$ cat config.mk
export PLATFORM = sky130hd
export DESIGN_NAME = sram_load_sched
export DESIGN_NICKNAME = d
export VERILOG_FILES = /design/src/rtl/npu_mem_pkg.sv /design/src/rtl/sram_wr_addr_cnt.sv /design/src/rtl/sram_load_sched.sv
export SDC_FILE = /design/constraint.sdc
export NUM_CORES = 1
export LEC_CHECK = 0
export CAP_MARGIN = 20
export CORE_UTILIZATION = 47
export DETAILED_ROUTE_END_ITERATION = 16
export PLACE_DENSITY = 0.88
export SLEW_MARGIN = 0
export SYNTH_ARGS = -nofsm -noshare
export SYNTH_HDL_FRONTEND = slang
export SYNTH_HIERARCHICAL = 1
export SYNTH_SLANG_ARGS = --single-unit
export TNS_END_PERCENT = 50
$ cat constraint.sdc
create_clock -name clk_i -period 5.7 [get_ports clk_i]
set_input_delay 1.14 -clock clk_i [delete_from_list [all_inputs] [get_ports clk_i]]
set_output_delay 1.14 -clock clk_i [all_outputs]
set_load 0.1 [all_outputs]
$ cat src/rtl/npu_mem_pkg.sv
// -----------------------------------------------------------------------------
// npu_mem_pkg
// Shared definitions for the NPU memory-load blocks: the load-scheduler state
// encoding, default build-time sizes and the counter widths derived from them.
// No ports (package).
// -----------------------------------------------------------------------------
`ifndef BUS_SIZE
`define BUS_SIZE 8
`endif
`ifndef WR_DAT_CYC_NUM
`define WR_DAT_CYC_NUM 4
`endif
`ifndef SRAM_IFM_NUM
`define SRAM_IFM_NUM 8
`endif
`ifndef SRAM_FILTER_NUM
`define SRAM_FILTER_NUM 8
`endif

package npu_mem_pkg;

    // Load scheduler phases: filters are always loaded before IFM data.
    typedef enum logic [1:0] {
        ST_IDLE     = 2'd0,
        ST_LOAD_FIL = 2'd1,
        ST_LOAD_IFM = 2'd2,
        ST_DONE     = 2'd3
    } sched_state_e;

    // Default sizes and the counter widths that follow from them.
    localparam int DEF_BUS_SIZE        = `BUS_SIZE;
    localparam int DEF_WR_DAT_CYC_NUM  = `WR_DAT_CYC_NUM;
    localparam int DEF_SRAM_IFM_NUM    = `SRAM_IFM_NUM;
    localparam int DEF_SRAM_FILTER_NUM = `SRAM_FILTER_NUM;

    localparam int DAT_CNT_W     = $clog2(DEF_WR_DAT_CYC_NUM);
    localparam int IFM_CHUNK_W   = $clog2(DEF_SRAM_IFM_NUM);
    localparam int FIL_CHUNK_W   = $clog2(DEF_SRAM_FILTER_NUM);
    localparam int IFM_CHUNK_N_W = IFM_CHUNK_W + 1;
    localparam int FIL_CHUNK_N_W = FIL_CHUNK_W + 1;

endpackage : npu_mem_pkg

$ cat src/rtl/sram_wr_addr_cnt.sv
// -----------------------------------------------------------------------------
// sram_wr_addr_cnt
// Beat/chunk write-address counter for one SRAM. The beat counter wraps every
// DAT_NUM accepted beats and bumps the chunk counter; last_o flags the final
// beat of the final requested chunk.
// Ports:
//   clk_i, rst_i   clock, synchronous active-low reset
//   clr_i          restart both counters at zero (new load)
//   inc_i          one beat accepted this cycle
//   chunk_num_i    number of chunks in this phase (already saturated)
//   dat_o/chunk_o  address of the beat being accepted now
//   last_o         accepting now completes the phase
// -----------------------------------------------------------------------------
module sram_wr_addr_cnt #(
    parameter  int DAT_NUM   = 4,
    parameter  int CHUNK_NUM = 8,
    localparam int DW        = $clog2(DAT_NUM),
    localparam int CW        = $clog2(CHUNK_NUM)
) (
    input  logic          clk_i,
    input  logic          rst_i,
    input  logic          clr_i,
    input  logic          inc_i,
    input  logic [CW:0]   chunk_num_i,
    output logic [DW-1:0] dat_o,
    output logic [CW-1:0] chunk_o,
    output logic          last_o
);

    logic [DW-1:0] dat_q, dat_d;
    logic [CW-1:0] chunk_q, chunk_d;
    logic          dat_last;

    assign dat_last = (dat_q == DW'(DAT_NUM - 1));
    assign last_o   = dat_last && ({1'b0, chunk_q} == (chunk_num_i - (CW + 1)'(1)));

    always_comb begin
        // NOTE: every variable gets a default first so no path leaves it unassigned (no latch).
        dat_d   = dat_q;
        chunk_d = chunk_q;
        if (clr_i) begin
            dat_d   = '0;
            chunk_d = '0;
        end else if (inc_i) begin
            dat_d = dat_last ? '0 : dat_q + DW'(1);
            if (dat_last) begin
                chunk_d = (chunk_q == CW'(CHUNK_NUM - 1)) ? '0 : chunk_q + CW'(1);
            end
        end
    end

    always_ff @(posedge clk_i) begin
        // NOTE: sequential state uses non-blocking assignments so all registers update together.
        if (!rst_i) begin
            dat_q   <= '0;
            chunk_q <= '0;
        end else begin
            dat_q   <= dat_d;
            chunk_q <= chunk_d;
        end
    end

    assign dat_o   = dat_q;
    assign chunk_o = chunk_q;

endmodule : sram_wr_addr_cnt

$ cat src/rtl/sram_load_sched.sv
// -----------------------------------------------------------------------------
// sram_load_sched
// Schedules a load of filter chunks followed by IFM chunks from a single
// valid/ready beat source into the filter and IFM SRAM write ports.
// Ports:
//   clk_i, rst_i                 clock, synchronous active-low reset
//   start_i                      one-cycle load request (honoured in IDLE only)
//   fil_chunk_num_i              filter chunks to load (saturated to capacity)
//   ifm_chunk_num_i              IFM chunks to load (saturated to capacity)
//   in_valid_i / in_ready_o      source beat handshake
//   in_sparsemap_i               beat sparsemap, BUS_SIZE bits
//   in_nonzero_data_i            beat data, BUS_SIZE bytes
//   fil_sram_wr_*_o              registered filter SRAM write port
//   ifm_sram_wr_*_o              registered IFM SRAM write port
//   busy_o                       load in progress
//   finish_o                     one-cycle completion pulse
// -----------------------------------------------------------------------------
`ifndef BUS_SIZE
`define BUS_SIZE 8
`endif
`ifndef WR_DAT_CYC_NUM
`define WR_DAT_CYC_NUM 4
`endif
`ifndef SRAM_IFM_NUM
`define SRAM_IFM_NUM 8
`endif
`ifndef SRAM_FILTER_NUM
`define SRAM_FILTER_NUM 8
`endif

module sram_load_sched
    import npu_mem_pkg::*;
#(
    parameter int BUS_SIZE        = `BUS_SIZE,
    parameter int WR_DAT_CYC_NUM  = `WR_DAT_CYC_NUM,
    parameter int SRAM_IFM_NUM    = `SRAM_IFM_NUM,
    parameter int SRAM_FILTER_NUM = `SRAM_FILTER_NUM
) (
    input  logic                                clk_i,
    input  logic                                rst_i,
    input  logic                                start_i,
    input  logic [$clog2(SRAM_FILTER_NUM):0]    fil_chunk_num_i,
    input  logic [$clog2(SRAM_IFM_NUM):0]       ifm_chunk_num_i,
    input  logic                                in_valid_i,
    output logic                                in_ready_o,
    input  logic [BUS_SIZE-1:0]                 in_sparsemap_i,
    input  logic [BUS_SIZE*8-1:0]               in_nonzero_data_i,
    output logic [BUS_SIZE-1:0]                 fil_sram_wr_sparsemap_o,
    output logic [BUS_SIZE*8-1:0]               fil_sram_wr_nonzero_data_o,
    output logic                                fil_sram_wr_valid_o,
    output logic [$clog2(WR_DAT_CYC_NUM)-1:0]   fil_sram_wr_dat_count_o,
    output logic [$clog2(SRAM_FILTER_NUM)-1:0]  fil_sram_wr_chunk_count_o,
    output logic [BUS_SIZE-1:0]                 ifm_sram_wr_sparsemap_o,
    output logic [BUS_SIZE*8-1:0]               ifm_sram_wr_nonzero_data_o,
    output logic                                ifm_sram_wr_valid_o,
    output logic [$clog2(WR_DAT_CYC_NUM)-1:0]   ifm_sram_wr_dat_count_o,
    output logic [$clog2(SRAM_IFM_NUM)-1:0]     ifm_sram_wr_chunk_count_o,
    output logic                                busy_o,
    output logic                                finish_o
);

    localparam int DW  = $clog2(WR_DAT_CYC_NUM);
    localparam int FCW = $clog2(SRAM_FILTER_NUM);
    localparam int ICW = $clog2(SRAM_IFM_NUM);
    localparam logic [FCW:0] FIL_CAP = (FCW + 1)'(SRAM_FILTER_NUM);
    localparam logic [ICW:0] IFM_CAP = (ICW + 1)'(SRAM_IFM_NUM);

    sched_state_e state_q, state_d;

    logic [FCW:0]  fil_num_q, fil_num_sat;
    logic [ICW:0]  ifm_num_q, ifm_num_sat;
    logic          start_acc, accept, fil_inc, ifm_inc;
    logic [DW-1:0] fil_dat, ifm_dat;
    logic [FCW-1:0] fil_chunk;
    logic [ICW-1:0] ifm_chunk;
    logic          fil_last, ifm_last;

    // Saturate requested counts to the SRAM capacity before they are latched.
    assign fil_num_sat = (fil_chunk_num_i > FIL_CAP) ? FIL_CAP : fil_chunk_num_i;
    assign ifm_num_sat = (ifm_chunk_num_i > IFM_CAP) ? IFM_CAP : ifm_chunk_num_i;

    assign start_acc  = (state_q == ST_IDLE) && start_i;
    // Ready depends only on the state register, never on in_valid_i.
    assign in_ready_o = (state_q == ST_LOAD_FIL) || (state_q == ST_LOAD_IFM);
    assign accept     = in_valid_i && in_ready_o;
    assign fil_inc    = accept && (state_q == ST_LOAD_FIL);
    assign ifm_inc    = accept && (state_q == ST_LOAD_IFM);
    assign busy_o     = (state_q != ST_IDLE);
    assign finish_o   = (state_q == ST_DONE);

    sram_wr_addr_cnt #(
        .DAT_NUM   (WR_DAT_CYC_NUM),
        .CHUNK_NUM (SRAM_FILTER_NUM)
    ) u_fil_cnt (
        .clk_i       (clk_i),
        .rst_i       (rst_i),
        .clr_i       (start_acc),
        .inc_i       (fil_inc),
        .chunk_num_i (fil_num_q),
        .dat_o       (fil_dat),
        .chunk_o     (fil_chunk),
        .last_o      (fil_last)
    );

    sram_wr_addr_cnt #(
        .DAT_NUM   (WR_DAT_CYC_NUM),
        .CHUNK_NUM (SRAM_IFM_NUM)
    ) u_ifm_cnt (
        .clk_i       (clk_i),
        .rst_i       (rst_i),
        .clr_i       (start_acc),
        .inc_i       (ifm_inc),
        .chunk_num_i (ifm_num_q),
        .dat_o       (ifm_dat),
        .chunk_o     (ifm_chunk),
        .last_o      (ifm_last)
    );

    // Next-state logic. Empty phases are skipped so no cycle is spent in a
    // load state that has nothing to accept.
    always_comb begin
        state_d = state_q;
        unique case (state_q)
            ST_IDLE: begin
                if (start_i) begin
                    if (fil_num_sat != '0)      state_d = ST_LOAD_FIL;
                    else if (ifm_num_sat != '0) state_d = ST_LOAD_IFM;
                    else                        state_d = ST_DONE;
                end
            end
            ST_LOAD_FIL: begin
                if (fil_inc && fil_last) begin
                    state_d = (ifm_num_q != '0) ? ST_LOAD_IFM : ST_DONE;
                end
            end
            ST_LOAD_IFM: begin
                if (ifm_inc && ifm_last) state_d = ST_DONE;
            end
            ST_DONE: state_d = ST_IDLE;
            default: state_d = ST_IDLE;
        endcase
    end

    always_ff @(posedge clk_i) begin
        if (!rst_i) begin
            state_q   <= ST_IDLE;
            fil_num_q <= '0;
            ifm_num_q <= '0;
        end else begin
            state_q <= state_d;
            if (start_acc) begin
                fil_num_q <= fil_num_sat;
                ifm_num_q <= ifm_num_sat;
            end
        end
    end

    // Registered write ports: one cycle after acceptance, carrying the beat
    // and the address it was accepted at.
    always_ff @(posedge clk_i) begin
        // NOTE: payload registers are reset as well, so the write ports read all-zero out of reset.
        if (!rst_i) begin
            fil_sram_wr_valid_o        <= 1'b0;
            fil_sram_wr_sparsemap_o    <= '0;
            fil_sram_wr_nonzero_data_o <= '0;
            fil_sram_wr_dat_count_o    <= '0;
            fil_sram_wr_chunk_count_o  <= '0;
            ifm_sram_wr_valid_o        <= 1'b0;
            ifm_sram_wr_sparsemap_o    <= '0;
            ifm_sram_wr_nonzero_data_o <= '0;
            ifm_sram_wr_dat_count_o    <= '0;
            ifm_sram_wr_chunk_count_o  <= '0;
        end else begin
            fil_sram_wr_valid_o <= fil_inc;
            ifm_sram_wr_valid_o <= ifm_inc;
            if (fil_inc) begin
                fil_sram_wr_sparsemap_o    <= in_sparsemap_i;
                fil_sram_wr_nonzero_data_o <= in_nonzero_data_i;
                fil_sram_wr_dat_count_o    <= fil_dat;
                fil_sram_wr_chunk_count_o  <= fil_chunk;
            end
            if (ifm_inc) begin
                ifm_sram_wr_sparsemap_o    <= in_sparsemap_i;
                ifm_sram_wr_nonzero_data_o <= in_nonzero_data_i;
                ifm_sram_wr_dat_count_o    <= ifm_dat;
                ifm_sram_wr_chunk_count_o  <= ifm_chunk;
            end
        end
    end

endmodule : sram_load_sched

==> impl_summary.md <==
Synth
After technology mapping, the gate count stands at between 800 and 900. The largest total area in the synthesized netlist belongs to dfxtp_1. Ranked by total cell area, the synthesized netlist is headed by dfxtp_1 55%, nand2_1 19%, a21oi_1 13%, ha_1 2.5%, clkbuf_1 2.4%.

The share of synthesized area in the top cell type comes to 0.551. The synthesis warning total is 6. When the netlist entered floorplanning its net count stood at between 900 and 1k. A synthesized cell averages 7.95 µm². The area of the mapped netlist is between 6000 and 7000 µm². The proportion of synthesized flip-flops having asynchronous set or reset is 0. The most used flip-flop cell after synthesis is dfxtp_1. In this run, synthesis produced a sequential element count of ~180.

The number of distinct standard cells referenced by the synthesized netlist is 27. The number of enable flip-flop cells after synthesis is 0. Of the synthesized area, sequential elements account for 0.551.

Critical path
The setup path with the least slack is of type reg -> out. The delay contributed by the slowest stage of the critical path is roughly 1.2 ns. The number of buffers and inverters on the critical path is 2.

The number of cells on the worst reg-to-reg path is 8. Counting buffers and inverters, the worst setup path is 3 cells deep. The worst setup path is launched from a flop. Walking the worst path, the cells encountered are inv_1 > ha_1 > clkdlybuf4s50_1. The origin of the worst setup path is state_q[1].

The capturing element of the worst setup path is in_ready_o. In this run the worst path has a maximum fanout of 4. In this design, the largest share of critical-path delay is due to buffers and inverters.

The minimum setup slack among reg-to-reg paths is 2.86 ns. Data on the critical path is required at its endpoint by about 4.6 ns. The destination of the worst register-to-register timing path is ifm_sram_wr_nonzero_data_o[10]. The worst setup path is captured at an output pin. At the worst endpoint, the arrival time is roughly 2.5 ns. The slowest cell on the critical path is clkdlybuf4s50_1. The critical register-to-register path startpoint is state_q[0].

Floorplan
Measured along the x axis, the die boundary spans approximately 120 µm. The number of rows created at floorplan is 42. The effective utilization at floorplan is 0.483. The area of the placeable core is between 10,000 and 15,000 µm².

The area enclosed by the die boundary is 14,100 µm². The I/O pin count is between 200 and 250. The chip height is approximately 120 µm.

Placement
The number of placed instances, taps included is roughly 1.2k. Port buffering added between 200 and 250 buffers. The placed wire-length estimate after detailed placement is around 12 mm. The placer's final routability congestion estimate is between 0.8 and 0.9.

Clock tree
Clock tree synthesis inserted a total of 17 buffers. The clock edge transition at the registers on the reported setup and hold paths is ~0.06 ns. Gates resized during post-CTS repair numbered 0. The number of hold buffers added after cts is 0. In this run the number of H-tree levels came out at 4.

Once the clock tree was built, the setup fixing pass inserted 0 buffers. The library cell used as clock root buffer is clkbuf_16. CTS saw about 180 sinks. The later pin in the worst-skew pair is clocked with a latency of between 0.4 and 0.5 ns. The clock tree from TritonCTS is built. No sink is reached through more buffers than the 2 on the longest clock path.

Pwr
The power per cell area is between 400 and 500 nW/µm². IR analysis of the VDD net gives a maximum drop of roughly 0.26 mV. The share of total power in combinational logic is 0.343.

The switching power of the nets is between 1.5 and 2 mW. The total internal power is between 2 and 2.5 mW. The static leakage power is between 3 and 4 nW. The proportion of power drawn by the clock network is 0.308. The switching share of power is 0.393. Of the total power, registers draw 0.349.

Global routing
The overall routing resource usage is 0.256. The number of antenna violations at the first check in global routing is 0. The total global routing overflow is 0. The number of global-route vias before repair is between 5k and 6k.

Entering global routing, the biggest net connects 97 pins. The first global-routing pass estimated about 28 mm of wire.

STA
The count of final hold-check violations is 0. The final critical path time including I/O delays and setup is about 3.6 ns. The final setup violation count is 0. The sum of negative setup slack is 0 ns.

The worst-case clock skew is 0.0133 ns. The hold slack is ~0.45 ns. For the pin with the worst max-slew slack, the measured transition is between 1 and 1.5 ns. Setup repair after global routing left no endpoint under its margin. The part of the cycle the worst path needs is 0.635. The highest clock frequency the design can meet is about 280 MHz. The count of pins over their slew limit was 0. Measured against its own limit, the worst slew margin works out to 0.307.

Layout
The final instance count without filler cells is 1,209. After the last flow step, the layout net total stands at between 1k and 1.5k. The count of antenna diodes in the layout is 0. Of the cells placed in the final design, the portion with a size suffix greater than 1 is 0.0387. Relative to the synthesized area, the layout overhead comes to 49.2%. Fill cells in the final layout number between 1k and 1.5k.

Run status
The run finished with clean final reports.

Drt
The first routing iteration left roughly 450 violations. The routed wire length is 18.0 mm. The remaining number of nets flagged by the antenna check after routing is 0. The number of vias per cell after detailed routing is approximately 5.1. The detailed-routing iteration count for the pre-antenna-repair pass is 5. The wire length per cell is between 10 and 15 µm. The total number of vias is a little over 6k. After detailed routing, the number of remaining DRC violations is 0.

Hold path
In this run the worst hold path is classified as reg -> reg.

Flow run
Max-cap violations in this run came to 0.
-- logic make-up after synthesis --
| logic type | count (synthesis) | share of synthesized area |
|---|---|---|
| DFF | 176 | 0.551 |
| adders and majority gates | 13 | 0.0254 |
| muxes | 4 | 0.00626 |
| xor gates and xnor gates | 8 | 0.0110 |
| AOI/OAI and AO/OA | 177 | 0.145 |
| buffers and inverters | 65 | 0.0399 |
| and+or+nand+nor | 361 | 0.222 |
-- cells in the mapped netlist, types with 8 or more instances --
library cell / number
buf_2: 9
nand2_1: 322
dfxtp_1: 176
clkbuf_1: 41
nor3b_1: 8
ha_1: 13
inv_1: 12
a21oi_1: 168
nor2_1: 17
-- power by group through the flow --
stage	clock, mW	sequential (mW)	combinational, mW
global route	1.31	1.41	1.43
global placement	0	1.42	1.36
CTS	1.25	1.40	1.38
finish	1.24	1.40	1.37
detailed placement	0	1.42	1.37
floorplan	0	2.09	0.357
-- registers in the layout, indices dropped and copies added, names as in the netlist --
| register | flops |
|---|---|
| u_fil_cnt/chunk_o | 3 |
| fil_sram_wr_chunk_count_o | 3 |
| u_fil_cnt/dat_o | 2 |
| ifm_sram_wr_nonzero_data_o | 64 |
| u_ifm_cnt/dat_o | 2 |
| ifm_sram_wr_chunk_count_o | 3 |
| fil_sram_wr_dat_count_o | 2 |
| ifm_sram_wr_dat_count_o | 2 |
| fil_sram_wr_valid_o | 1 |
| fil_sram_wr_sparsemap_o | 8 |
| u_ifm_cnt/chunk_o | 3 |
| ifm_num_q | 4 |
| ifm_sram_wr_valid_o | 1 |
| fil_num_q | 4 |
| fil_sram_wr_nonzero_data_o | 64 |
| state_q | 2 |
| ifm_sram_wr_sparsemap_o | 8 |
-- routing by layer --
metal	vias to the layer above	GRT usage	wire, µm
met5	-	0	0
met4	0	0.125	592
met3	46	0.0700	1220
met2	243	0.444	8970
met1	2831	0.288	7240
li1	3037	-	-
-- per-stage QoR --
stage	utilization	instance area, µm²	power (mW)	worst slack (ns)
final	0.721	9540	4.01	2.08
after CTS	0.721	9540	4.02	2.07
after floorplan	-	6390	2.45	3.25
after detailed placement	0.673	8910	2.79	2.05
after global placement	0.673	8910	2.78	2.09
after global routing	0.721	9540	4.15	2.01
-- worst min-delay path, cell delays in order (launching register included) --
cell and delay (ns):
dfxtp_1 0.31, nand2_1 0.05, a21oi_1 0.05
-- layout make-up --
type                            count  area (µm²)  share of cell area
Timing Repair Buffer              248        2480               0.260
Clock inverter                      8         151              0.0159
Inverter                           14        55.1             0.00577
Tap cell                          176         220              0.0231
Multi-Input combinational cell    563        2630               0.276
Clock buffer                       24         482              0.0505
Sequential cell                   176        3520               0.369
-- worst min-delay path by stage --
stage	from	end	slack (ns)	depth (start not counted)
final	fil_sram_wr_nonzero_data_o[4]	fil_sram_wr_nonzero_data_o[4]	0.45	2
after global routing	ifm_sram_wr_nonzero_data_o[12]	ifm_sram_wr_nonzero_data_o[12]	0.47	2
after CTS	ifm_sram_wr_nonzero_data_o[15]	ifm_sram_wr_nonzero_data_o[15]	0.45	2
after detailed placement	ifm_sram_wr_nonzero_data_o[49]	ifm_sram_wr_nonzero_data_o[49]	0.45	2
after global placement	fil_sram_wr_nonzero_data_o[4]	fil_sram_wr_nonzero_data_o[4]	0.44	2
after floorplan	u_ifm_cnt/dat_o[1]	ifm_sram_wr_dat_count_o[1]	0.45	2
-- placed cells by master (no fill, tap or decap), types with 3 or more instances in the layout --
master,n
a21oi_1,168
buf_4,5
bufinv_16,4
clkbuf_1,4
clkbuf_16,17
clkbuf_8,3
clkdlybuf4s50_1,242
clkinvlp_4,3
dfxtp_1,176
ha_1,13
inv_1,11
mux2i_1,4
nand2_1,321
nand2b_1,3
nand3_1,3
nor2_1,17
nor3b_1,8
nor4_1,3
xnor2_1,4
xor2_1,4
(Power assumes the default switching activity.)
